## src/rtl/fifo_pkg.sv

```systemverilog
// Shared constants and types for the floor-request FIFO.
package fifo_pkg;

  localparam int FIFO_DATA_W = 4;
  localparam int FIFO_DEPTH  = 16;

  typedef logic [FIFO_DATA_W-1:0] word_t;

endpackage

```

## src/rtl/fifo_if.sv

```systemverilog
// Handshake bundle between the request capture logic, the FIFO and the scheduler.
// The sticky error outputs exist only when FIFO_ERR_FLAGS_EN is defined.
interface fifo_if
  import fifo_pkg::*;
#(
  parameter int DATA_W = FIFO_DATA_W
);

  logic [DATA_W-1:0] i_wr_data;
  logic              i_wr_en;
  logic              i_rd_en;
  logic [DATA_W-1:0] o_rd_data;
  logic              o_fifo_full;
  logic              o_fifo_empty;
`ifdef FIFO_ERR_FLAGS_EN
  logic              o_overflow;
  logic              o_underflow;
`endif

  // Producer/consumer side
  modport master (
    output i_wr_data, i_wr_en, i_rd_en,
`ifdef FIFO_ERR_FLAGS_EN
    input  o_overflow, o_underflow,
`endif
    input  o_rd_data, o_fifo_full, o_fifo_empty
  );

  // FIFO side
  modport slave (
    input  i_wr_data, i_wr_en, i_rd_en,
`ifdef FIFO_ERR_FLAGS_EN
    output o_overflow, o_underflow,
`endif
    output o_rd_data, o_fifo_full, o_fifo_empty
  );

endinterface

```

## src/rtl/fifo_mem.sv

```systemverilog
// DEPTH x DATA_W storage array: synchronous write, asynchronous read address.
// Contents are never reset.
module fifo_mem #(
  parameter int DATA_W = 4,
  parameter int DEPTH  = 16,
  parameter int ADDR_W = $clog2(DEPTH)
) (
  input  logic              clk_i,
  input  logic              wr_en_i,
  input  logic [ADDR_W-1:0] wr_addr_i,
  input  logic [DATA_W-1:0] wr_data_i,
  input  logic [ADDR_W-1:0] rd_addr_i,
  output logic [DATA_W-1:0] rd_data_o
);

  logic [DATA_W-1:0] mem_q [DEPTH];

  // Store the incoming word at the write address
  always_ff @(posedge clk_i) begin
    if (wr_en_i) begin
      mem_q[wr_addr_i] <= wr_data_i;
    end
  end

  assign rd_data_o = mem_q[rd_addr_i];

endmodule

```

## src/rtl/fifo.sv

```systemverilog
// Single-clock FIFO for elevator floor-request codes.
// Pointers, occupancy count, flags and the registered read port live here;
// storage is in fifo_mem. Define FIFO_ERR_FLAGS_EN to add sticky
// overflow/underflow outputs.
module fifo
  import fifo_pkg::*;
#(
  parameter int DATA_W = FIFO_DATA_W,
  parameter int DEPTH  = FIFO_DEPTH
) (
  input  logic  i_clock,
  input  logic  i_rst,
  fifo_if.slave bus
);

  localparam int ADDR_W = $clog2(DEPTH);
  localparam logic [ADDR_W:0] FULL_CNT = (ADDR_W+1)'(DEPTH);

  logic [ADDR_W-1:0] wr_ptr_q, wr_ptr_d;
  logic [ADDR_W-1:0] rd_ptr_q, rd_ptr_d;
  logic [ADDR_W:0]   count_q, count_d;
  logic [DATA_W-1:0] rd_data_q, rd_data_d;
  logic [DATA_W-1:0] mem_rd_data;
  logic              full, empty;
  logic              wr_acc, rd_acc;

  // Flags decode the registered count, so both requests see pre-edge status
  assign full   = (count_q == FULL_CNT);
  assign empty  = (count_q == '0);
  assign wr_acc = bus.i_wr_en & ~full;
  assign rd_acc = bus.i_rd_en & ~empty;

  fifo_mem #(
    .DATA_W (DATA_W),
    .DEPTH  (DEPTH),
    .ADDR_W (ADDR_W)
  ) u_mem (
    .clk_i     (i_clock),
    .wr_en_i   (wr_acc),
    .wr_addr_i (wr_ptr_q),
    .wr_data_i (bus.i_wr_data),
    .rd_addr_i (rd_ptr_q),
    .rd_data_o (mem_rd_data)
  );

  // Next-state for pointers, occupancy and the read register
  always_comb begin
    wr_ptr_d  = wr_ptr_q;
    rd_ptr_d  = rd_ptr_q;
    count_d   = count_q;
    rd_data_d = rd_data_q;
    if (wr_acc) wr_ptr_d = wr_ptr_q + 1'b1;
    if (rd_acc) begin
      rd_ptr_d  = rd_ptr_q + 1'b1;
      rd_data_d = mem_rd_data;
    end
    case ({wr_acc, rd_acc})
      2'b10:   count_d = count_q + 1'b1;
      2'b01:   count_d = count_q - 1'b1;
      default: count_d = count_q;
    endcase
  end

  // State registers; reset empties the queue but leaves storage untouched
  always_ff @(posedge i_clock or posedge i_rst) begin
    if (i_rst) begin
      wr_ptr_q  <= '0;
      rd_ptr_q  <= '0;
      count_q   <= '0;
      rd_data_q <= '0;
    end else begin
      wr_ptr_q  <= wr_ptr_d;
      rd_ptr_q  <= rd_ptr_d;
      count_q   <= count_d;
      rd_data_q <= rd_data_d;
    end
  end

  assign bus.o_rd_data    = rd_data_q;
  assign bus.o_fifo_full  = full;
  assign bus.o_fifo_empty = empty;

`ifdef FIFO_ERR_FLAGS_EN
  logic ovf_q, ovf_d;
  logic unf_q, unf_d;

  // Sticky error detection, cleared only by reset
  always_comb begin
    ovf_d = ovf_q | (bus.i_wr_en & full);
    unf_d = unf_q | (bus.i_rd_en & empty);
  end

  // Error flag registers
  always_ff @(posedge i_clock or posedge i_rst) begin
    if (i_rst) begin
      ovf_q <= 1'b0;
      unf_q <= 1'b0;
    end else begin
      ovf_q <= ovf_d;
      unf_q <= unf_d;
    end
  end

  assign bus.o_overflow  = ovf_q;
  assign bus.o_underflow = unf_q;
`endif

endmodule

```

## src/flat_wrapper.sv

```systemverilog
// flat-port wrapper written by rule: the top's interface ports become plain ports
module fifo_flat import fifo_pkg::*;
#(
  parameter int DATA_W = FIFO_DATA_W,
  parameter int DEPTH  = FIFO_DEPTH
)
  (i_clock, i_rst, bus_i_wr_data, bus_i_wr_en, bus_i_rd_en, bus_o_rd_data, bus_o_fifo_full, bus_o_fifo_empty);
  fifo_if #(.DATA_W(DATA_W)) bus_i ();
  input  logic i_clock;
  input  logic i_rst;
  input wire logic [$bits(bus_i.i_wr_data)-1:0] bus_i_wr_data;
  input wire logic [$bits(bus_i.i_wr_en)-1:0] bus_i_wr_en;
  input wire logic [$bits(bus_i.i_rd_en)-1:0] bus_i_rd_en;
  output wire logic [$bits(bus_i.o_rd_data)-1:0] bus_o_rd_data;
  output wire logic [$bits(bus_i.o_fifo_full)-1:0] bus_o_fifo_full;
  output wire logic [$bits(bus_i.o_fifo_empty)-1:0] bus_o_fifo_empty;
  assign bus_i.i_wr_data = bus_i_wr_data;
  assign bus_i.i_wr_en = bus_i_wr_en;
  assign bus_i.i_rd_en = bus_i_rd_en;
  assign bus_o_rd_data = bus_i.o_rd_data;
  assign bus_o_fifo_full = bus_i.o_fifo_full;
  assign bus_o_fifo_empty = bus_i.o_fifo_empty;
  fifo #(.DATA_W(DATA_W), .DEPTH(DEPTH)) u_core (.i_clock(i_clock), .i_rst(i_rst), .bus(bus_i));
endmodule
```

## config.mk

```make
export PLATFORM = sky130hd
export DESIGN_NAME = fifo_flat
export DESIGN_NICKNAME = d
export VERILOG_FILES = /design/src/rtl/fifo_pkg.sv /design/src/rtl/fifo_if.sv /design/src/rtl/fifo_mem.sv /design/src/rtl/fifo.sv /design/src/flat_wrapper.sv
export SDC_FILE = /design/constraint.sdc
export NUM_CORES = 1
export LEC_CHECK = 0
export CORE_UTILIZATION = 30
export CTS_CLUSTER_SIZE = 25
export DETAILED_ROUTE_END_ITERATION = 7
export GPL_TIMING_DRIVEN = 1
export PLACE_DENSITY = 0.55
export SETUP_SLACK_MARGIN = 0.15
export SLEW_MARGIN = 10
export SYNTH_ARGS = -nofsm -noshare
export SYNTH_HDL_FRONTEND = slang
export SYNTH_SLANG_ARGS = --single-unit
```

## constraint.sdc

```tcl
create_clock -name i_clock -period 2.6 [get_ports i_clock]
set_input_delay 0.26 -clock i_clock [delete_from_list [all_inputs] [get_ports i_clock]]
set_output_delay 0.26 -clock i_clock [all_outputs]
set_load 0.1 [all_outputs]
```

==> flow_summary.toml, run 1 <==
[global_route]
grt_max_degree = 20
grt_antenna_before_repair = 0
grt_pass1_vias = 1794
grt_pass1_wl_um = 9820
grt.total_usage = 0.118
grt_overflow = 0

[synth]
synth.distinct_cells = 35
synth_mux_area_frac = 0.132
synth_edf_count = 64
synth_ff_type = "edfxtp_1"
ys_ff_latch = 81
yosysSeqAreaShare = 0.684
synth_warnings = 0
synth_fp_nets = 217
synth_xor_area_frac = 0.0255
synth_top_area_share = 0.560
synth_top_family_by_area = "multiplexers"
synth_fa_ha_area_frac = 0.0386
synthCells = 199
synth_top_area_cell = "edfxtp_1"
synth_area_um2 = 3430
syn_area_per_cell_um2 = 17.2
async_flop_share = 0.210
synth_compound_area_frac = 0.0412
synthSimpleGateAreaFrac = 0.0529
synth_area_leaders = "edfxtp_1, dfrtp_1, mux4_1"

[outcome]
outcome = "finished clean"

[clock_network]
cts_inserted_buffers = 9
cts_buffer_depth = 2
cts_hold_buf = 0
clock_latency_ns = 0.33
clockRootBuffer = "clkbuf_16"
clkTransAtPathRegs_ns = 0.06
cts.sinks = 81
cts_tree = "done"
h-tree-depth = 3

[cells_and_area]
final_util = 0.372
drive_above_1_share = 0.224
final_area_um2 = 4080
layout_commonest_cell = "edfxtp_1"
layoutNonFillerInstCount = 372
syn_to_final_growth_pct = 19.0
final_cell_mix = "edfxtp_1, buf_4, dfrtp_1"
num_antenna_cells = 0
nets = 245

[placement]
portBuffers = 13
pre_cts_ws_ns = 0.0851
hpwlAfterDp_um = 4110
place.gp.congestion = 0.719
dp_cells = 354
postPlaceCellArea_um2 = 3760

[drt]
ant_nets = 0
wirelength_um = 6170
drtPass1Iterations = 4
routed_via_density = 4.65
post_drt_wl_per_cell_um = 16.6
drcViolationCount = 0
drtIter0Drc = 81
dr_total_vias = 1729

[setup_path]
crit_chain = "or4_4, o21ai_4, inv_2, ha_4, fa_2, a21o_1, a21oi_2, mux2i_1, xnor2_1"
cp_top_family = "simple AND/OR/NAND/NOR gates"
crit_required_ns = 2.85
r2r_cells = 9
start_kind = "flip-flop"
cp_slowest_stage_delay_ns = 0.56
cp.depth = 9
endpoint_kind = "flip-flop"
slowest_stage = "or4_4"
worstPathArrival_ns = 2.69
crit_type = "reg2reg"
path_buf_inv = 1
cp_max_fo = 6

[floorplanning]
chipWidth_um = 109
core_um2 = 11000
rows = 38
die_h_um = 109
initial_core_util = 0.312
die_area_um2 = 11900
ios = 14

[timing]
worst_pin_slew_ns = 0.691
slew_violations = 0
period_minus_slack_ns = 2.44
fin_skew_ns = 0.00745
rsz0062_at_grt = "true"
hold_ws_ns = 0.338
relSlewSlack = 0.539
tns_ns = 0
fin_ws_ns = 0.160
hold_violations = 0
setup_viol = 0
period_share = 0.939
timing.fmax_mhz = 410

[min_path]
min_path_type = "in2async"

[power_and_ir_drop]
ir_drop_v = 0.000731
finalPower_mw = 4.68
cellLeakagePower_nw = 1.48
p_per_area_nw_per_um2 = 1150

[job]
max-cap-violations = 0
cell families (layout without fill, tap and decap cells):
| logic type | after synthesis | count (layout) |
|---|---|---|
| simple gates | 40 | 40 |
| buf+inv | 15 | 48 |
| mux | 22 | 22 |
| xor+xnor | 10 | 10 |
| compound gates | 21 | 21 |
| flops | 81 | 81 |
| fa+ha+maj | 10 | 10 |
worst paths after layout:
check	start	end	slack [ns]
worst max register to register	u_core.count_q[3]	u_core.count_q[4]	0.16
worst min register to register	u_core.bus.o_rd_data[3]	u_core.bus.o_rd_data[3]	0.48
max in group asynchronous	i_rst	u_core.wr_ptr_q[3]	1.82
worst min-delay path	i_rst	u_core.bus.o_rd_data[1]	0.34
worst max-delay path	u_core.count_q[3]	u_core.count_q[4]	0.16
min in group i_clock	u_core.bus.o_rd_data[3]	u_core.bus.o_rd_data[3]	0.48
power breakdown:
group	switching, mW	total (mW)	internal, mW
combinational	0.960	1.66	0.696
clock	0.471	1.21	0.738
sequential	0.175	1.82	1.64
total	1.61	4.68	3.08
sequential cells by signal, summed over array words and instances (netlist names):
signal                flops
u_core.u_mem.mem_q       64
u_core.count_q            5
u_core.bus.o_rd_data      4
u_core.rd_ptr_q           4
u_core.wr_ptr_q           4
per-layer routing:
metal  track usage  routed length, µm  up-vias
li1              -                  -      821
met1         0.154               2940      868
met2         0.183               2920       31
met3        0.0323                200        9
met4        0.0492                104        0
met5             0                  0        -
Yosys cell counts (2+ instances only):
master / n
nand2b_1: 3
a21oi_1: 2
dfrtp_1: 17
buf_4: 2
mux4_2: 8
a211oi_1: 4
nand4_1: 2
inv_1: 5
nor3_1: 4
edfxtp_1: 64
mux2i_1: 5
xnor2_1: 9
a21o_1: 6
buf_1: 3
nand2_1: 12
mux4_1: 8
nor2_1: 14
ha_1: 9
o22ai_1: 4
o21ai_0: 3
final cells by class:
| cell class | count | area (µm²) |
|---|---|---|
| flip-flops and latches | 81 | 2350 |
| clock inverters | 6 | 57.6 |
| repair buffers | 27 | 220 |
| inverters | 5 | 18.8 |
| multi-input cells | 103 | 1030 |
| fillers | 1017 | 6900 |
| clock buffers | 10 | 229 |
| well taps | 140 | 175 |
repair_timing:
| action | 4_1_cts | 5_1_grt |
|---|---|---|
| setup endpoints to repair | 1 | 1 |
| gates resized for setup | 3 | 2 |
| buffers inserted | 1 | 1 |
| pin swaps | 1 | 1 |
Note: power is estimated with default switching activity, not from simulation.
==> inputs of run 2 (changes only) <==
--- a/config.mk
+++ b/config.mk
@@ -6,10 +6,11 @@
 export NUM_CORES = 1
 export LEC_CHECK = 0
 export CORE_UTILIZATION = 30
+export CTS_BUF_LIST = sky130_fd_sc_hd__clkbuf_8 sky130_fd_sc_hd__clkbuf_16
 export CTS_CLUSTER_SIZE = 25
 export DETAILED_ROUTE_END_ITERATION = 7
 export GPL_TIMING_DRIVEN = 1
-export PLACE_DENSITY = 0.55
+export PLACE_DENSITY_LB_ADDON = 0.25
 export SETUP_SLACK_MARGIN = 0.15
 export SLEW_MARGIN = 10
 export SYNTH_ARGS = -nofsm -noshare
==> flow_summary.toml, run 2 (synthesized netlist as in run 1, its figures left out) <==
[timing]
setup_viol = 0
relSlewSlack = 0.544
tns_ns = 0
timing.fmax_mhz = 407
worst_pin_slew_ns = 0.683
slew_violations = 0
hold_violations = 0
period_minus_slack_ns = 2.46
rsz0062_at_grt = "true"
fin_skew_ns = 0.0106
period_share = 0.946

[floorplanning]
die_h_um = 109
die_area_um2 = 11900
initial_core_util = 0.312
ios = 14
core_um2 = 11000
rows = 38
chipWidth_um = 109

[global_route]
grt_overflow = 0
grt_pass1_wl_um = 10300
grt_max_degree = 20
grt_pass1_vias = 1870
grt.total_usage = 0.125
grt_antenna_before_repair = 0

[cells_and_area]
final_area_um2 = 4210
drive_above_1_share = 0.270
num_antenna_cells = 0
layout_commonest_cell = "edfxtp_1"
syn_to_final_growth_pct = 22.6
nets = 257
layoutNonFillerInstCount = 384
largest_register = "u_core.u_mem.mem_q"
reg.largest.list = "u_core.u_mem.mem_q (64), u_core.count_q (5)"
fill_cells = 1011
final_cell_mix = "edfxtp_1, buf_4, dfrtp_1"
largest_reg_flops = 64

[outcome]
outcome = "finished clean"

[clock_network]
h-tree-depth = 3
cts_inserted_buffers = 9
cts_tree = "done"
clockRootBuffer = "clkbuf_16"
clkTransAtPathRegs_ns = 0.06
cts.sinks = 81
clock_latency_ns = 0.33
cts_hold_buf = 0
cts_buffer_depth = 2

[setup_path]
crit_path_start = "u_core.count_q[1]"
path_buf_inv = 1
endpoint_kind = "flip-flop"
crit_chain = "or4_4, o21ai_4, inv_2, ha_4, fa_2, a21o_1, a21oi_2, mux2i_1, xnor2_1"
cp_top_family = "simple AND/OR/NAND/NOR gates"
worstPathArrival_ns = 2.67
crit_type = "reg2reg"
r2r-start = "u_core.count_q[1]"
crit_required_ns = 2.81
cp_slowest_stage_delay_ns = 0.56
slowest_stage = "or4_4"
start_kind = "flip-flop"
cp_max_fo = 5

[placement]
postPlaceCellArea_um2 = 3770
place.gp.congestion = 0.734
hpwlAfterDp_um = 4190
portBuffers = 13
dp_cells = 356

[drt]
drcViolationCount = 0
post_drt_wl_per_cell_um = 17.0
drtPass1Iterations = 4
ant_nets = 0
dr_total_vias = 1783
routed_via_density = 4.64
drtIter0Drc = 82
wirelength_um = 6520

[job]
max-cap-violations = 0

[power_and_ir_drop]
p_per_area_nw_per_um2 = 1150
ir_drop_v = 0.000541
cellLeakagePower_nw = 1.55

[min_path]
min_path_type = "in2async"
==> run 2: cell type report <==
| type | count | area (µm²) | area share |
|---|---|---|---|
| Timing Repair Buffer | 39 | 318 | 0.0755 |
| Tap cell | 140 | 175 | 0.0416 |
| Multi-Input combinational cell | 103 | 1050 | 0.250 |
| Clock inverter | 6 | 58.8 | 0.0140 |
| Inverter | 5 | 18.8 | 0.00446 |
| Sequential cell | 81 | 2350 | 0.558 |
| Clock buffer | 10 | 239 | 0.0568 |
==> run 2: metrics by stage <==
step,setup WS (ns),power (mW),utilization,hold slack (ns)
after floorplan,0.136,3.09,-,0.186
after global placement,0.151,3.49,0.344,0.465
after detailed placement,0.0906,3.51,0.344,0.472
after CTS,0.159,4.82,0.378,0.354
after global routing,0.0504,5.08,0.383,0.404
final,0.141,4.82,0.383,0.334
==> run 2: report_power, final <==
part | internal (mW) | switching, mW
clock network | 0.764 | 0.493
logic | 0.751 | 0.989
registers | 1.64 | 0.184
==> run 2: path summary, 6_finish.rpt <==
check	end	slack [ns]	cells after the start
hold / removal	u_core.rd_ptr_q[2]	0.33	2
min in group i_clock	u_core.bus.o_rd_data[3]	0.48	1
setup / recovery	u_core.count_q[4]	0.14	9
setup reg to reg	u_core.count_q[4]	0.14	9
max in group asynchronous	u_core.bus.o_rd_data[2]	1.83	2
hold reg to reg	u_core.bus.o_rd_data[3]	0.48	1
==> run 2: metal layers <==
layer | GRT usage | wire length [µm]
met5 | 0 | 0
met4 | 0.0376 | 72
met3 | 0.0484 | 223
met2 | 0.200 | 3140
met1 | 0.157 | 3080
==> run 2: worst register-to-register path: cells and delay by family (launching register included) <==
family          cells  cell delay [ns]
compound gates      3             0.48
xor+xnor            1             0.09
fa+ha+maj           2             0.53
buf+inv             1             0.07
flops               1             0.37
mux                 1             0.23
simple gates        1             0.56
==> run 2: repair_timing <==
action,4_1_cts,5_1_grt
endpoints found under the setup margin,1,6
gates resized for setup,3,6
setup buffers,9,3
pin swaps,1,4
endpoints found under the hold margin,0,0
